===== config.mk =====
export PLATFORM = sky130hd
export DESIGN_NAME = tz_scan_sched_flat
export DESIGN_NICKNAME = d
export VERILOG_FILES = /design/src/rtl/tz_scan_pkg.sv /design/src/rtl/tz_scan_sched_if.sv /design/src/rtl/tz_scan_sched_rr_arbiter.sv /design/src/rtl/tz_scan_sched.sv /design/src/flat_wrapper.sv
export SDC_FILE = /design/constraint.sdc
export NUM_CORES = 1
export LEC_CHECK = 0
export BUFFER_PORTS_ARGS = -buffer_cell sky130_fd_sc_hd__buf_4
export CAP_MARGIN = 20
export CORE_MARGIN = 2
export CORE_UTILIZATION = 44
export CTS_CLUSTER_SIZE = 10
export DETAILED_ROUTE_END_ITERATION = 10
export PLACE_DENSITY = 0.77
export SYNTH_ARGS = -nofsm -noshare
export SYNTH_HDL_FRONTEND = slang
export SYNTH_HIERARCHICAL = 1
export SYNTH_SLANG_ARGS = --single-unit

===== constraint.sdc =====
create_clock -name clk -period 3.4 [get_ports clk]
set_clock_uncertainty 0.1 [all_clocks]
set_input_delay 0.17 -clock clk [delete_from_list [all_inputs] [get_ports clk]]
set_output_delay 0.17 -clock clk [all_outputs]
set_load 0.01 [all_outputs]

===== src/rtl/tz_scan_pkg.sv =====
// Shared types and default sizing for the trailing-zero scan scheduler.
package tz_scan_pkg;

    localparam int unsigned DEF_NREQ     = 4;
    localparam int unsigned DEF_DW       = 8;
    localparam int unsigned DEF_LW       = 6;
    localparam int unsigned DEF_ZERO_LOC = 32;

    typedef enum logic [1:0] {
        IDLE = 2'd0,
        SCAN = 2'd1,
        RESP = 2'd2
    } state_e;

endpackage


===== src/rtl/tz_scan_sched_if.sv =====
// Requester/consumer bundle for the shared trailing-zero scanner.
interface tz_scan_sched_if
    import tz_scan_pkg::*;
#(
    parameter int unsigned NREQ = DEF_NREQ,
    parameter int unsigned DW   = DEF_DW,
    parameter int unsigned LW   = DEF_LW,
    parameter int unsigned IW   = $clog2(NREQ)
);

    logic [NREQ-1:0]    req_valid;
    logic [NREQ*DW-1:0] req_data;
    logic [NREQ-1:0]    req_ready;
    logic               rsp_valid;
    logic               rsp_ready;
    logic [IW-1:0]      rsp_id;
    logic [LW-1:0]      rsp_loc;
    logic [DW-1:0]      rsp_data;
    logic               busy;

    modport master (
        output req_valid, req_data, rsp_ready,
        input  req_ready, rsp_valid, rsp_id, rsp_loc, rsp_data, busy
    );

    modport slave (
        input  req_valid, req_data, rsp_ready,
        output req_ready, rsp_valid, rsp_id, rsp_loc, rsp_data, busy
    );

endinterface


===== src/rtl/tz_scan_sched_rr_arbiter.sv =====
// Combinational round-robin picker: first requester at or after rr_ptr, cyclically.
module rr_arbiter #(
    parameter  int unsigned NREQ = 4,
    localparam int unsigned IW   = $clog2(NREQ)
) (
    input  logic [NREQ-1:0] req,
    input  logic [IW-1:0]   rr_ptr,
    output logic [NREQ-1:0] gnt,
    output logic [IW-1:0]   gnt_idx,
    output logic            any_req
);

    assign any_req = |req;

    // Walk offsets 0..NREQ-1 from the pointer and take the first hit.
    always_comb begin
        logic          found;
        logic [IW-1:0] idx;
        gnt     = '0;
        gnt_idx = '0;
        found   = 1'b0;
        idx     = '0;
        for (int unsigned i = 0; i < NREQ; i++) begin
            idx = IW'((32'(rr_ptr) + i) % NREQ);
            if (!found && req[idx]) begin
                found      = 1'b1;
                gnt[idx]   = 1'b1;
                gnt_idx    = idx;
            end
        end
    end

endmodule


===== src/rtl/tz_scan_sched.sv =====
// Time-shared trailing-zero locator: round-robin grant, then one-bit-per-cycle shift scan.
module tz_scan_sched
    import tz_scan_pkg::*;
#(
    parameter  int unsigned NREQ     = DEF_NREQ,
    parameter  int unsigned DW       = DEF_DW,
    parameter  int unsigned LW       = DEF_LW,
    parameter  int unsigned ZERO_LOC = DEF_ZERO_LOC,
    localparam int unsigned IW       = $clog2(NREQ)
) (
    input  logic             clk,
    input  logic             reset,
    tz_scan_sched_if.slave   bus
);

    state_e          state_q, state_d;
    logic [DW-1:0]   shreg_q, shreg_d;
    logic [LW-1:0]   loc_q,   loc_d;
    logic [IW-1:0]   id_q,    id_d;
    logic [IW-1:0]   rr_ptr_q, rr_ptr_d;

    logic [NREQ-1:0] gnt;
    logic [IW-1:0]   gnt_idx;
    logic            any_req;
    logic [DW-1:0]   word_sel;

    rr_arbiter #(.NREQ(NREQ)) u_arb (
        .req     (bus.req_valid),
        .rr_ptr  (rr_ptr_q),
        .gnt     (gnt),
        .gnt_idx (gnt_idx),
        .any_req (any_req)
    );

    assign word_sel = bus.req_data[int'(gnt_idx) * DW +: DW];

    // Next-state: accept in IDLE, shift until bit0 set in SCAN, hold result in RESP.
    always_comb begin
        state_d  = state_q;
        shreg_d  = shreg_q;
        loc_d    = loc_q;
        id_d     = id_q;
        rr_ptr_d = rr_ptr_q;
        unique case (state_q)
            IDLE: begin
                if (any_req) begin
                    shreg_d = word_sel;
                    id_d    = gnt_idx;
                    if (word_sel == '0) begin
                        loc_d   = LW'(ZERO_LOC);
                        state_d = RESP;
                    end else begin
                        loc_d   = '0;
                        state_d = SCAN;
                    end
                end
            end
            SCAN: begin
                if (shreg_q[0]) begin
                    state_d = RESP;
                end else begin
                    shreg_d = shreg_q >> 1;
                    loc_d   = loc_q + LW'(1);
                end
            end
            RESP: begin
                if (bus.rsp_ready) begin
                    rr_ptr_d = IW'((32'(id_q) + 32'd1) % NREQ);
                    state_d  = IDLE;
                end
            end
            default: state_d = IDLE;
        endcase
    end

    // State and datapath registers with synchronous reset.
    always_ff @(posedge clk) begin
        if (reset) begin
            state_q  <= IDLE;
            shreg_q  <= '0;
            loc_q    <= '0;
            id_q     <= '0;
            rr_ptr_q <= '0;
        end else begin
            state_q  <= state_d;
            shreg_q  <= shreg_d;
            loc_q    <= loc_d;
            id_q     <= id_d;
            rr_ptr_q <= rr_ptr_d;
        end
    end

    // Grant strobe depends only on registered state, reset and req_valid.
    assign bus.req_ready = (state_q == IDLE && !reset) ? gnt : '0;
    assign bus.rsp_valid = (state_q == RESP);
    assign bus.busy      = (state_q != IDLE);
    assign bus.rsp_id    = id_q;
    assign bus.rsp_loc   = loc_q;
    assign bus.rsp_data  = shreg_q;

endmodule


===== src/flat_wrapper.sv =====
// flat-port wrapper written by rule: the top's interface ports become plain ports
module tz_scan_sched_flat import tz_scan_pkg::*;
#(
    parameter  int unsigned NREQ     = DEF_NREQ,
    parameter  int unsigned DW       = DEF_DW,
    parameter  int unsigned LW       = DEF_LW,
    parameter  int unsigned ZERO_LOC = DEF_ZERO_LOC,
    localparam int unsigned IW       = $clog2(NREQ)
)
  (clk, reset, bus_req_valid, bus_req_data, bus_rsp_ready, bus_req_ready, bus_rsp_valid, bus_rsp_id, bus_rsp_loc, bus_rsp_data, bus_busy);
  tz_scan_sched_if #(.NREQ(NREQ), .DW(DW), .LW(LW)) bus_i ();
  input  logic clk;
  input  logic reset;
  input wire logic [$bits(bus_i.req_valid)-1:0] bus_req_valid;
  input wire logic [$bits(bus_i.req_data)-1:0] bus_req_data;
  input wire logic [$bits(bus_i.rsp_ready)-1:0] bus_rsp_ready;
  output wire logic [$bits(bus_i.req_ready)-1:0] bus_req_ready;
  output wire logic [$bits(bus_i.rsp_valid)-1:0] bus_rsp_valid;
  output wire logic [$bits(bus_i.rsp_id)-1:0] bus_rsp_id;
  output wire logic [$bits(bus_i.rsp_loc)-1:0] bus_rsp_loc;
  output wire logic [$bits(bus_i.rsp_data)-1:0] bus_rsp_data;
  output wire logic [$bits(bus_i.busy)-1:0] bus_busy;
  assign bus_i.req_valid = bus_req_valid;
  assign bus_i.req_data = bus_req_data;
  assign bus_i.rsp_ready = bus_rsp_ready;
  assign bus_req_ready = bus_i.req_ready;
  assign bus_rsp_valid = bus_i.rsp_valid;
  assign bus_rsp_id = bus_i.rsp_id;
  assign bus_rsp_loc = bus_i.rsp_loc;
  assign bus_rsp_data = bus_i.rsp_data;
  assign bus_busy = bus_i.busy;
  tz_scan_sched #(.NREQ(NREQ), .DW(DW), .LW(LW), .ZERO_LOC(ZERO_LOC)) u_core (.clk(clk), .reset(reset), .bus(bus_i));
endmodule

==> results of run 1 <==
==> power groups by stage <==
stage	sequential [uW]	combinational [uW]	clock, uW
finish	321	543	194
global route	328	590	205
CTS	321	517	196
detailed placement	327	496	0
global placement	327	489	0
floorplan	330	314	0
==> through the flow <==
step | power, uW | hold slack [ps] | cells
2_1_floorplan | 644 | 342 | 160
3_3_place_gp | 817 | 397 | 265
3_5_place_dp | 823 | 405 | 265
4_1_cts | 1030 | 92.6 | 271
5_1_grt | 1120 | 86.9 | 275
6_report | 1060 | 85.1 | 275
==> per-layer routing <==
metal	wire length [um]	share of wire [%]	track usage, %	up-vias
met4	72	1.8	8.06	0
li1	-	-	-	756
met1	1790	44	28.2	746
met2	1910	47	34.0	79
met3	297	7.3	2.88	8
met5	0	0	0	-
==> registers in the layout (all words and copies together) (netlist names) <==
signal               count
u_core/bus.rsp_data      8
u_core/bus.rsp_id        2
u_core/state_q           2
u_core/bus.rsp_loc       6
u_core/rr_ptr_q          2
==> cell type report <==
class,instances,area [um^2],area share (%)
Tap cell,46,57.6,2.62
Clock inverter,1,30.0,1.37
Timing Repair Buffer,75,567,25.8
Inverter,5,18.8,0.856
Clock buffer,3,22.5,1.03
Sequential cell,20,405,18.5
Multi-Input combinational cell,125,1090,49.8
==> timing repair <==
item | 4_1_cts | 5_1_grt
pin swaps | 2 | 4
endpoints found under the setup margin | 3 | 3
resized for setup | 7 | 7
cloned | 1 | 0
setup buffers | 1 | 4
==> layout by cell type, fill, tap and decap left out, drive strengths merged, types with 5 or more instances in the layout <==
| cell | count |
|---|---|
| mux4 | 12 |
| nor2b | 5 |
| inv | 5 |
| dfxtp | 20 |
| a22oi | 15 |
| a21oi | 11 |
| and2 | 5 |
| buf | 75 |
| ha | 6 |
| nand2 | 10 |
| nor2 | 15 |
| o21ai | 8 |
==> cell usage after synthesis (all sizes together) (2+ instances only) <==
cell type | number | area [um^2]
a211oi | 2 | 15.0
a21oi | 11 | 55.1
a22oi | 15 | 113
and2 | 5 | 31.3
buf | 3 | 21.3
clkbuf | 7 | 26.3
dfxtp | 20 | 400
ha | 6 | 75.1
inv | 5 | 18.8
mux2i | 4 | 40.0
mux4 | 12 | 282
nand2 | 10 | 37.5
nor2 | 15 | 56.3
nor2b | 5 | 31.3
nor3 | 4 | 20.0
nor3b | 2 | 20.0
o2111ai | 3 | 26.3
o21ai | 8 | 43.8
or4 | 3 | 30.0
xor2 | 3 | 26.3
==> worst min path at each step <==
stage | start | slack (ps) | to | cells after the start
detailed placement | u_core/bus.rsp_loc[1]$_SDFFE_PP0P_ | 410 | u_core/bus.rsp_loc[1]$_SDFFE_PP0P_ | 2
finish | reset | 90 | u_core/bus.rsp_data[1]$_SDFFE_PP0P_ | 2
global route | reset | 90 | u_core/bus.rsp_loc[1]$_SDFFE_PP0P_ | 2
global placement | u_core/bus.rsp_loc[1]$_SDFFE_PP0P_ | 400 | u_core/bus.rsp_loc[1]$_SDFFE_PP0P_ | 2
floorplan | bus_rsp_ready | 340 | u_core/rr_ptr_q[0]$_SDFFE_PP0P_ | 2
CTS | reset | 90 | u_core/bus.rsp_loc[1]$_SDFFE_PP0P_ | 2
==> worst register-to-register path: cells and delay by family, from the launching register on <==
kind	cells	cell delay, ps
AND/OR/NAND/NOR	2	690
flip-flops	1	370
AO/OA/AOI/OAI	2	560
multiplexers	2	1180
buffers and inverters	2	380
==> kinds of logic after synthesis <==
kind of cell	share of synthesized area (%)
compound gates	21.1
xor+xnor	2.30
fa+ha+maj	4.93
buf+inv	4.36
flops	26.3
mux	21.9
simple gates	19.2
==> results.md, run 1 <==
* Status: completed
* Final instance area at ~2200 um^2
* Power Density at between 400 and 500 nW/um^2
* Top FF cell, synth: dfxtp_1
* Crit path to: u_core/state_q[1]$_SDFFE_PP0P_
* Synth Instances at 160
* P_sw at 380 uW
* Syn Area/Cell at roughly 9.5 um^2
* Vias in the first global route at 1506
* Largest net degree at the start of global routing at 22
* DR WL/cell at around 15 um
* DR DRC count at 0
* Number of antenna violations at the first check in global routing at 0
* Yosys Warn Count at 6
* Row count at 21
* Worst EP arrival at ~3500 ps
* Clk buf depth at 2
* 1st-iter DRT viols at a little over 80
* P_leak at approximately 0.00094 uW
* Crit path capture type: flip-flop
* Cells along the critical path: buf_4, mux4_2, o31ai_2, buf_4, mux4_2, or4_4, nor2_1, o221a_1
* Synthesized cell area at ~1500 um^2
* Worst Setup SP: u_core/rr_ptr_q[0]$_SDFFE_PP0P_
* Gr ovfl total at 0
* Die area at 3940 um^2
* Sequential area share after synthesis at about a quarter
* Reg-to-reg startpoint: u_core/rr_ptr_q[0]$_SDFFE_PP0P_
* Max incr delay on CP at 640 ps
* Cell family with most CP delay: multiplexers
* Hold_buf cts at 0
* Int Power at approximately 680 uW
* Area Overhead vs Synth at 44.2%
* Power share of the clock group at a little under a fifth
* Fillers at ~280
* H-tree depth at 1
* First-pass GRT wire length at roughly 6600 um
* Crit path buf inv count at 2
* Syn Nets at a little over 200
* Total track usage at 20.9%
* Drt pass-1 iters at 4
* Clock sinks at 20
* Worst Path Required at approximately 3500 ps
* Total negative slack at 0 ps
* Final Worst Setup Slack at ~74 ps
* Reg power frac at 30.3%
* VDD IR max at 288 uV
* Fin crit share at between 90% and 100%
* Netlist cell types at 43
* Initial Util at about 46%
* Post-synth EDFFs at 0
* Logic pwr share at ~51%
* N_diodes at 0
* Max Fclk at approximately 0.30 GHz
* Vias at 1589
* Critical path class: reg2reg
* Clock-pin slew on the worst setup and hold paths at around 130 ps
* Worst path slowest cell: mux4_2
* DP Wirelength at between 3000 and 4000 um
* Reg2Reg Capture Point: u_core/state_q[1]$_SDFFE_PP0P_
* Pins Over Slew Limit at 0
* Ports at just over 60
* Place WS at -42.4 ps
* Worst-Margin Slew at roughly 600 ps
* Share of cells above drive strength 1 at between 40 and 50%
* FF-to-FF path depth at 8
* Slew margin rel. at between 50% and 60%
* Fin util at 65.7%
* CTS tree: built
* FFs w/ async S/R, synth at 0%
* Clk_lat worst skew at about 310 ps
* I/O Buffers at 60
* Placement Cell Area at around 2100 um^2
* Setup-failing EPs final at 0
* Max-cap violations at 0
* Tightest Hold Check Type: in2reg
* Antenna-violating nets left at 0
* Die height at approximately 63 um
* Die Width at approximately 63 um
* Crit Path Max Fanout at 9
* Nets at roughly 280
* CTS Buf Count at 3
* Total wire length at 4070 um
* CP Launch Type: flip-flop
* R2r setup slk at between 70 and 80 ps
* Switching part of the total at approximately 36%
* Vias per cell at 5.78
* FF+latch count, synth at 20
* RePlAce Congestion at approximately 0.90
* Root Buffer: clkbuf_4
* Clock period minus worst slack at 3330 ps
* Final Hold Fails at 0
* Worst path depth at 8
* Core Region at about 3300 um^2
Note: power is estimated with default switching activity, not from simulation.
==> run 2: changes to the inputs <==
--- a/config.mk
+++ b/config.mk
@@ -11,7 +11,7 @@
 export CORE_UTILIZATION = 44
 export CTS_CLUSTER_SIZE = 10
 export DETAILED_ROUTE_END_ITERATION = 10
-export PLACE_DENSITY = 0.77
+export PLACE_DENSITY = 0.74
 export SYNTH_ARGS = -nofsm -noshare
 export SYNTH_HDL_FRONTEND = slang
 export SYNTH_HIERARCHICAL = 1
==> constraint.sdc (replaced) <==
create_clock -name clk -period 3.9 [get_ports clk]
set_clock_uncertainty 0.1 [all_clocks]
set_input_delay 0.195 -clock clk [delete_from_list [all_inputs] [get_ports clk]]
set_output_delay 0.195 -clock clk [all_outputs]
set_load 0.01 [all_outputs]
==> results.md, run 2 (synthesized netlist as in run 1, its figures left out) <==
* Status: completed (unchanged)
* Max Fclk at 0.268 GHz (was 0.301 GHz)
* DR WL/cell at 14.3 um (was 14.8 um)
* Worst Setup SP: u_core/rr_ptr_q[1]$_SDFFE_PP0P_ (was u_core/rr_ptr_q[0]$_SDFFE_PP0P_)
* Clock sinks at 20 (unchanged)
* Area Overhead vs Synth at 36.6% (was 44.2%)
* Root Buffer: clkbuf_4 (unchanged)
* Reg-to-reg startpoint: u_core/rr_ptr_q[1]$_SDFFE_PP0P_ (was u_core/rr_ptr_q[0]$_SDFFE_PP0P_)
* Crit path to: u_core/state_q[1]$_SDFFE_PP0P_ (unchanged)
* RePlAce Congestion at 0.947 (was 0.895)
* Number of flip-flops in the largest register at 8 (unchanged)
* Final instance area at 2080 um^2 (was 2190 um^2)
* Vias per cell at 5.65 (was 5.78)
* Fillers at 268 (was 276)
* Vias in the first global route at 1441 (was 1506)
* Most used cell, CP: mux4_2
* Worst path depth at 10 (was 8)
* Core Region at 3340 um^2 (unchanged)
* Gr ovfl total at 0 (unchanged)
* Post-Layout Cell Count at 264 (was 275)
* N_diodes at 0 (unchanged)
* Final Worst Setup Slack at 166 ps (was 74.4 ps)
* Drt pass-1 iters at 4 (unchanged)
* RSZ-0062 raised after global routing: false
* CP Launch Type: flip-flop (unchanged)
* Initial Util at 45.6% (unchanged)
* Hold_buf cts at 0 (unchanged)
* Largest net degree at the start of global routing at 22 (unchanged)
* Reg2Reg Capture Point: u_core/state_q[1]$_SDFFE_PP0P_ (unchanged)
* DR DRC count at 0 (unchanged)
* H-tree depth at 1 (unchanged)
* VDD IR max at 209 uV (was 288 uV)
* Slew margin rel. at 29.3% (was 59.0%)
* Power Density at 418 nW/um^2 (was 482 nW/um^2)
* Cell family with most CP delay: multiplexers (unchanged)
* I/O Buffers at 60 (unchanged)
* Nets at 264 (was 275)
* 1st-iter DRT viols at 49 (was 83)
* Die height at 62.8 um (unchanged)
* Total negative slack at 0 ps (unchanged)
* Placement Cell Area at 2020 um^2 (was 2060 um^2)
* Worst-Margin Slew at 1060 ps (was 613 ps)
* Met2 usage in global routing at 34.8% (was 34.0%)
* Crit path capture type: flip-flop (unchanged)
* Clock period minus worst slack at 3730 ps (was 3330 ps)
* Vias at 1492 (was 1589)
* Antenna-violating nets left at 0 (unchanged)
* CTS Buf Count at 3 (unchanged)
* Die Width at 62.8 um (unchanged)
* First-pass GRT wire length at 6660 um (was 6630 um)
* Pins Over Slew Limit at 0 (unchanged)
* DP Cell Count at 260 (was 265)
* Met1 Use GR at 26.8% (was 28.2%)
* Number of antenna violations at the first check in global routing at 0 (unchanged)
* Setup-failing EPs final at 0 (unchanged)
* Crit Path Max Fanout at 9 (unchanged)
* Share of cells above drive strength 1 at 38.5% (was 46.3%)
* R2r setup slk at 170 ps (was 70 ps)
* CTS tree: built (unchanged)
* Commonest cells after routing, fill and taps aside: buf_4, dfxtp_1, nor2_1, a22oi_1, a21oi_1 (was buf_4, dfxtp_1, nor2_1, a22oi_1, mux4_2)
* Max incr delay on CP at 610 ps (was 640 ps)
* Tightest Hold Check Type: in2reg (unchanged)
* Total wire length at 3780 um (was 4070 um)
* P_leak at 0.000873 uW (was 0.000936 uW)
* Fin crit share at 95.7% (was 97.8%)
* Place WS at 93.9 ps (was -42.4 ps)
* Ports at 61 (unchanged)
* Worst path slowest cell: mux4_2 (unchanged)
* Worst EP arrival at 3890 ps (was 3470 ps)
* Clk buf depth at 2 (unchanged)
* Clock-pin slew on the worst setup and hold paths at 120 ps (was 130 ps)
* Row count at 21 (unchanged)
* Worst Path Required at 4050 ps (was 3540 ps)
* Critical path class: reg2reg (unchanged)
* Final Hold Fails at 0 (unchanged)
* Overall power at 869 uW (was 1060 uW)
* Clk_lat worst skew at 300 ps (was 310 ps)
* Grt peak-use layer: met2 (unchanged)
* FF-to-FF path depth at 10 (was 8)
* DP Wirelength at 3070 um (was 3100 um)
* Met3 Usage GRT at 4.14% (was 2.88%)
* Worst Hold Path Cells at 2 (unchanged)
* Die area at 3940 um^2 (unchanged)
* Total track usage at 20.6% (was 20.9%)
* Cells along the critical path: inv_1, ha_1, mux4_2, nor2b_1, o21ai_0, o31ai_4, mux4_2, or4_4, nor2_1, o221a_1 (was buf_4, mux4_2, o31ai_2, buf_4, mux4_2, or4_4, nor2_1, o221a_1)
* Commonest non-fill, non-tap cell in the layout: buf_4 (unchanged)
* Crit path buf inv count at 1 (was 2)
* Max-cap violations at 0 (unchanged)
[run 2: cell types whose count changed in the layout (fill, tap and decap cells not counted), sizes merged]
cell  previous run  this run
buf             75        64
[run 2: final cells by class]
| cell class | instances | area (um^2) | share of cell area (%) |
|---|---|---|---|
| flip-flops and latches | 20 | 400 | 19.3 |
| clock inverters | 1 | 30.0 | 1.44 |
| multi-input cells | 125 | 1070 | 51.4 |
| well taps | 46 | 57.6 | 2.77 |
| inverters | 5 | 18.8 | 0.903 |
| repair buffers | 64 | 480 | 23.1 |
| clock buffers | 3 | 22.5 | 1.08 |
[run 2: how the worst min path moves through the flow]
stage | from | end | slack, ps
global placement | u_core/bus.rsp_loc[1]$_SDFFE_PP0P_ | u_core/bus.rsp_loc[1]$_SDFFE_PP0P_ | 390
detailed placement | u_core/bus.rsp_loc[1]$_SDFFE_PP0P_ | u_core/bus.rsp_loc[1]$_SDFFE_PP0P_ | 400
floorplan | bus_rsp_ready | u_core/rr_ptr_q[1]$_SDFFE_PP0P_ | 370
global route | reset | u_core/bus.rsp_data[3]$_SDFFE_PP0P_ | 100
CTS | reset | u_core/state_q[0]$_SDFFE_PP0P_ | 100
finish | reset | u_core/state_q[0]$_SDFFE_PP0P_ | 100
[run 2: metrics by stage]
step	util [%]	hold WS [ps]
2_1_floorplan	-	373
3_3_place_gp	60.4	391
3_5_place_dp	60.4	400
4_1_cts	62.0	95.2
5_1_grt	62.3	103
6_report	62.3	103
[run 2: worst register-to-register path: cells and delay by family (launching register included)]
kind                       cells  cell delay, ps
AOI/OAI and AO/OA              3             590
adders and majority gates      1             380
buffers and inverters          1             100
DFF                            1             410
muxes                          2            1060
and+or+nand+nor                3            1040
[run 2: per-layer routing]
layer / up-vias / routed length (um)
li1: 732 / -
met1: 698 / 1690
met2: 58 / 1830
met3: 4 / 231
met4: 0 / 29
met5: - / 0
[run 2: report_power, final]
group / total, uW / switching, uW / leakage, uW / internal [uW]
sequential: 279 / 38.6 / 0.000164 / 241
clock: 170 / 66.2 / 0.0000279 / 104
combinational: 420 / 208 / 0.000681 / 212
total: 869 / 313 / 0.000873 / 556
[run 2: timing repair]
item	CTS	global route
endpoints found under the hold margin	0	0
resized for setup	0	1
setup buffers	0	0
endpoints found under the setup margin	0	3
==> run 3: changes to the inputs <==
--- a/config.mk
+++ b/config.mk
@@ -7,12 +7,13 @@
 export LEC_CHECK = 0
 export BUFFER_PORTS_ARGS = -buffer_cell sky130_fd_sc_hd__buf_4
 export CAP_MARGIN = 20
+export CELL_PAD_IN_SITES_DETAIL_PLACEMENT = 2
+export CELL_PAD_IN_SITES_GLOBAL_PLACEMENT = 2
 export CORE_MARGIN = 2
-export CORE_UTILIZATION = 44
+export CORE_UTILIZATION = 30
 export CTS_CLUSTER_SIZE = 10
 export DETAILED_ROUTE_END_ITERATION = 10
-export PLACE_DENSITY = 0.74
+export PLACE_DENSITY = 0.91
 export SYNTH_ARGS = -nofsm -noshare
 export SYNTH_HDL_FRONTEND = slang
-export SYNTH_HIERARCHICAL = 1
 export SYNTH_SLANG_ARGS = --single-unit
==> results.md, run 3 <==
* Status: completed (unchanged)
* Max Fclk at 0.285 GHz (was 0.268 GHz)
* DR DRC count at 0 (unchanged)
* Total wire length at 6300 um (was 3780 um)
* Gr ovfl total at 0 (unchanged)
* Number of antenna violations at the first check in global routing at 0 (unchanged)
* Share of cells above drive strength 1 at 34.4% (was 38.5%)
* RSZ-0062 raised after global routing: false (unchanged)
* Pins Over Slew Limit at 0 (unchanged)
* Post-synthesis adder-cell area fraction at 6.06% (was 4.93%)
* Post-Synth XOR/XNOR Area at 2.12% (was 2.30%)
* Root Buffer: clkbuf_8 (was clkbuf_4)
* Worst-Margin Slew at 881 ps (was 1060 ps)
* Synthesized cell area at 1650 um^2 (was 1520 um^2)
* Vias at 1792 (was 1492)
* Clock period minus worst slack at 3510 ps (was 3730 ps)
* H-tree depth at 1 (unchanged)
* Final instance area at 2220 um^2 (was 2080 um^2)
* Critical path class: reg2reg (unchanged)
* P_leak at 0.000959 uW (was 0.000873 uW)
* Area Overhead vs Synth at 34.1% (was 36.6%)
* Final Hold Fails at 0 (unchanged)
* CP Launch Type: flip-flop (unchanged)
* 1st-iter DRT viols at 77 (was 49)
* FF+latch count, synth at 20 (unchanged)
* FFs w/ async S/R, synth at 0% (unchanged)
* Most area-consuming cells after synthesis: dfxtp_1, nor2_1, mux4_2 (was dfxtp_1, mux4_2, a22oi_1)
* I/O Buffers at 60 (unchanged)
* Largest family of logic cells by synthesized area: simple AND/OR/NAND/NOR gates (was multiplexers)
* DP Wirelength at 4980 um (was 3070 um)
* Largest net degree at the start of global routing at 24 (was 22)
* Vias in the first global route at 1997 (was 1441)
* Fillers at 614 (was 268)
* CTS tree: built (unchanged)
* Syn Area/Cell at 8.56 um^2 (was 9.51 um^2)
* Clock-pin slew on the worst setup and hold paths at 90 ps (was 120 ps)
* Synth cell count leaders: nor2_1, dfxtp_1, mux2i_1, nand2_1, ha_1 (was dfxtp_1, a22oi_1, nor2_1, a21oi_1, nand2_1)
* Row count at 27 (was 21)
* Crit path capture type: flip-flop (unchanged)
* Number of flip-flops in the largest register at 8 (unchanged)
* Synth top area share at 24.2% (was 26.3%)
* Crit Path Max Fanout at 8 (was 9)
* Synth Instances at 193 (was 160)
* Placement Cell Area at 2160 um^2 (was 2020 um^2)
* DR WL/cell at 19.6 um (was 14.3 um)
* Worst EP arrival at 3580 ps (was 3890 ps)
* Tightest Hold Check Type: in2reg (unchanged)
* Mux share of post-synthesis cell area at 20.2% (was 21.9%)
* PostCTS Resize Cnt at 0 (unchanged)
* Total track usage at 22.0% (was 20.6%)
* Place WS at 412 ps (was 93.9 ps)
* Die height at 78.2 um (was 62.8 um)
* Nets at 298 (was 264)
* Clk_lat worst skew at 270 ps (was 300 ps)
* Cell taking the most area after synthesis: dfxtp_1 (unchanged)
* Initial Util at 30.6% (was 45.6%)
* Ports at 61 (unchanged)
* Core Region at 5410 um^2 (was 3340 um^2)
* Fin crit share at 89.9% (was 95.7%)
* Antenna-violating nets left at 0 (unchanged)
* Die Width at 78.2 um (was 62.8 um)
* Worst Path Required at 3970 ps (was 4050 ps)
* First-pass GRT wire length at 10600 um (was 6660 um)
* Vias per cell at 5.57 (was 5.65)
* Max-cap violations at 0 (unchanged)
* Clk buf depth at 2 (unchanged)
* Power Density at 462 nW/um^2 (was 418 nW/um^2)
* Commonest non-fill, non-tap cell in the layout: buf_4 (unchanged)
* Final Worst Setup Slack at 393 ps (was 166 ps)
* Yosys Warn Count at 0 (was 6)
* Post-synth EDFFs at 0 (unchanged)
* Setup-failing EPs final at 0 (unchanged)
* VDD IR max at 214 uV (was 209 uV)
* Slew margin rel. at 39.6% (was 29.3%)
* Total negative slack at 0 ps (unchanged)
* Hold_buf cts at 0 (unchanged)
* Netlist cell types at 42 (was 43)
* RePlAce Congestion at 0.812 (was 0.947)
* Compound-Gate Fraction of Synth Area at 19.5% (was 21.1%)
* Drt pass-1 iters at 4 (unchanged)
* Die area at 6120 um^2 (was 3940 um^2)
* Sequential area share after synthesis at 24.2% (was 26.3%)
* Top FF cell, synth: dfxtp_1 (unchanged)
* Commonest cells after routing, fill and taps aside: buf_4, nor2_1, dfxtp_1 (was buf_4, dfxtp_1, nor2_1, a22oi_1, a21oi_1)
* Top-count cell post-synth: nor2_1 (was dfxtp_1)
* Clock sinks at 20 (unchanged)
* Syn Nets at 240 (was 205)
* Post-CTS Setup Bufs at 0 (unchanged)
* N_diodes at 0 (unchanged)
* CTS Buf Count at 3 (unchanged)
* Synth Area in Simple Gates at 23.0% (was 19.2%)
run 3: where the power goes:
| part | internal (uW) | switching (uW) | total [uW] |
|---|---|---|---|
| combinational | 234 | 306 | 541 |
| sequential | 258 | 59.9 | 318 |
| clock | 90.0 | 75.6 | 166 |
run 3: cell type report:
type	count	area [um^2]	area share, %
clock buffers	4	55.1	2.48
inverters	5	18.8	0.847
multi-input cells	157	1170	52.9
flip-flops and latches	20	400	18.1
well taps	72	90.1	4.07
repair buffers	64	480	21.7
run 3: logic make-up after synthesis:
group                    after synthesis
buffers and inverters                 16
flip-flops                            20
XOR/XNOR                               4
adder cells (fa/ha/maj)                8
AO/OA/AOI/OAI                         42
AND/OR/NAND/NOR                       78
multiplexers                          25
run 3: worst paths after layout:
path / startpoint / slack (ps) / cells after the start / to
setup / recovery: u_core.rr_ptr_q[0]$_SDFFE_PP0P_ / 390 / 8 / u_core.state_q[1]$_SDFFE_PP0P_
hold / removal: reset / 190 / 2 / u_core.bus.rsp_data[7]$_SDFFE_PP0P_
setup reg to reg: u_core.rr_ptr_q[0]$_SDFFE_PP0P_ / 390 / 8 / u_core.state_q[1]$_SDFFE_PP0P_
hold reg to reg: u_core.bus.rsp_data[7]$_SDFFE_PP0P_ / 420 / 2 / u_core.bus.rsp_data[7]$_SDFFE_PP0P_
run 3: critical path, stage by stage (launching register included):
cell	delay, ps
dfxtp_1	360
inv_2	80
ha_1	390
mux4_2	630
o21ba_1	280
o21a_1	270
mux4_2	560
a2111o_1	460
o41ai_2	270
run 3: metal layers:
metal	wire, um	GRT usage (%)	vias to the layer above
met5	0	0	-
met4	174	8.07	0
met3	246	3.33	16
met2	3300	40.8	67
met1	2590	25.5	874
li1	-	-	835
run 3: per-stage QoR:
step	instances	hold slack (ps)	total power [uW]	util [%]
global placement	317	392	818	39.8
CTS	322	179	1030	41.0
finish	322	187	1020	41.0
global route	322	181	1100	41.0
floorplan	193	197	626	-
detailed placement	318	395	856	40.0
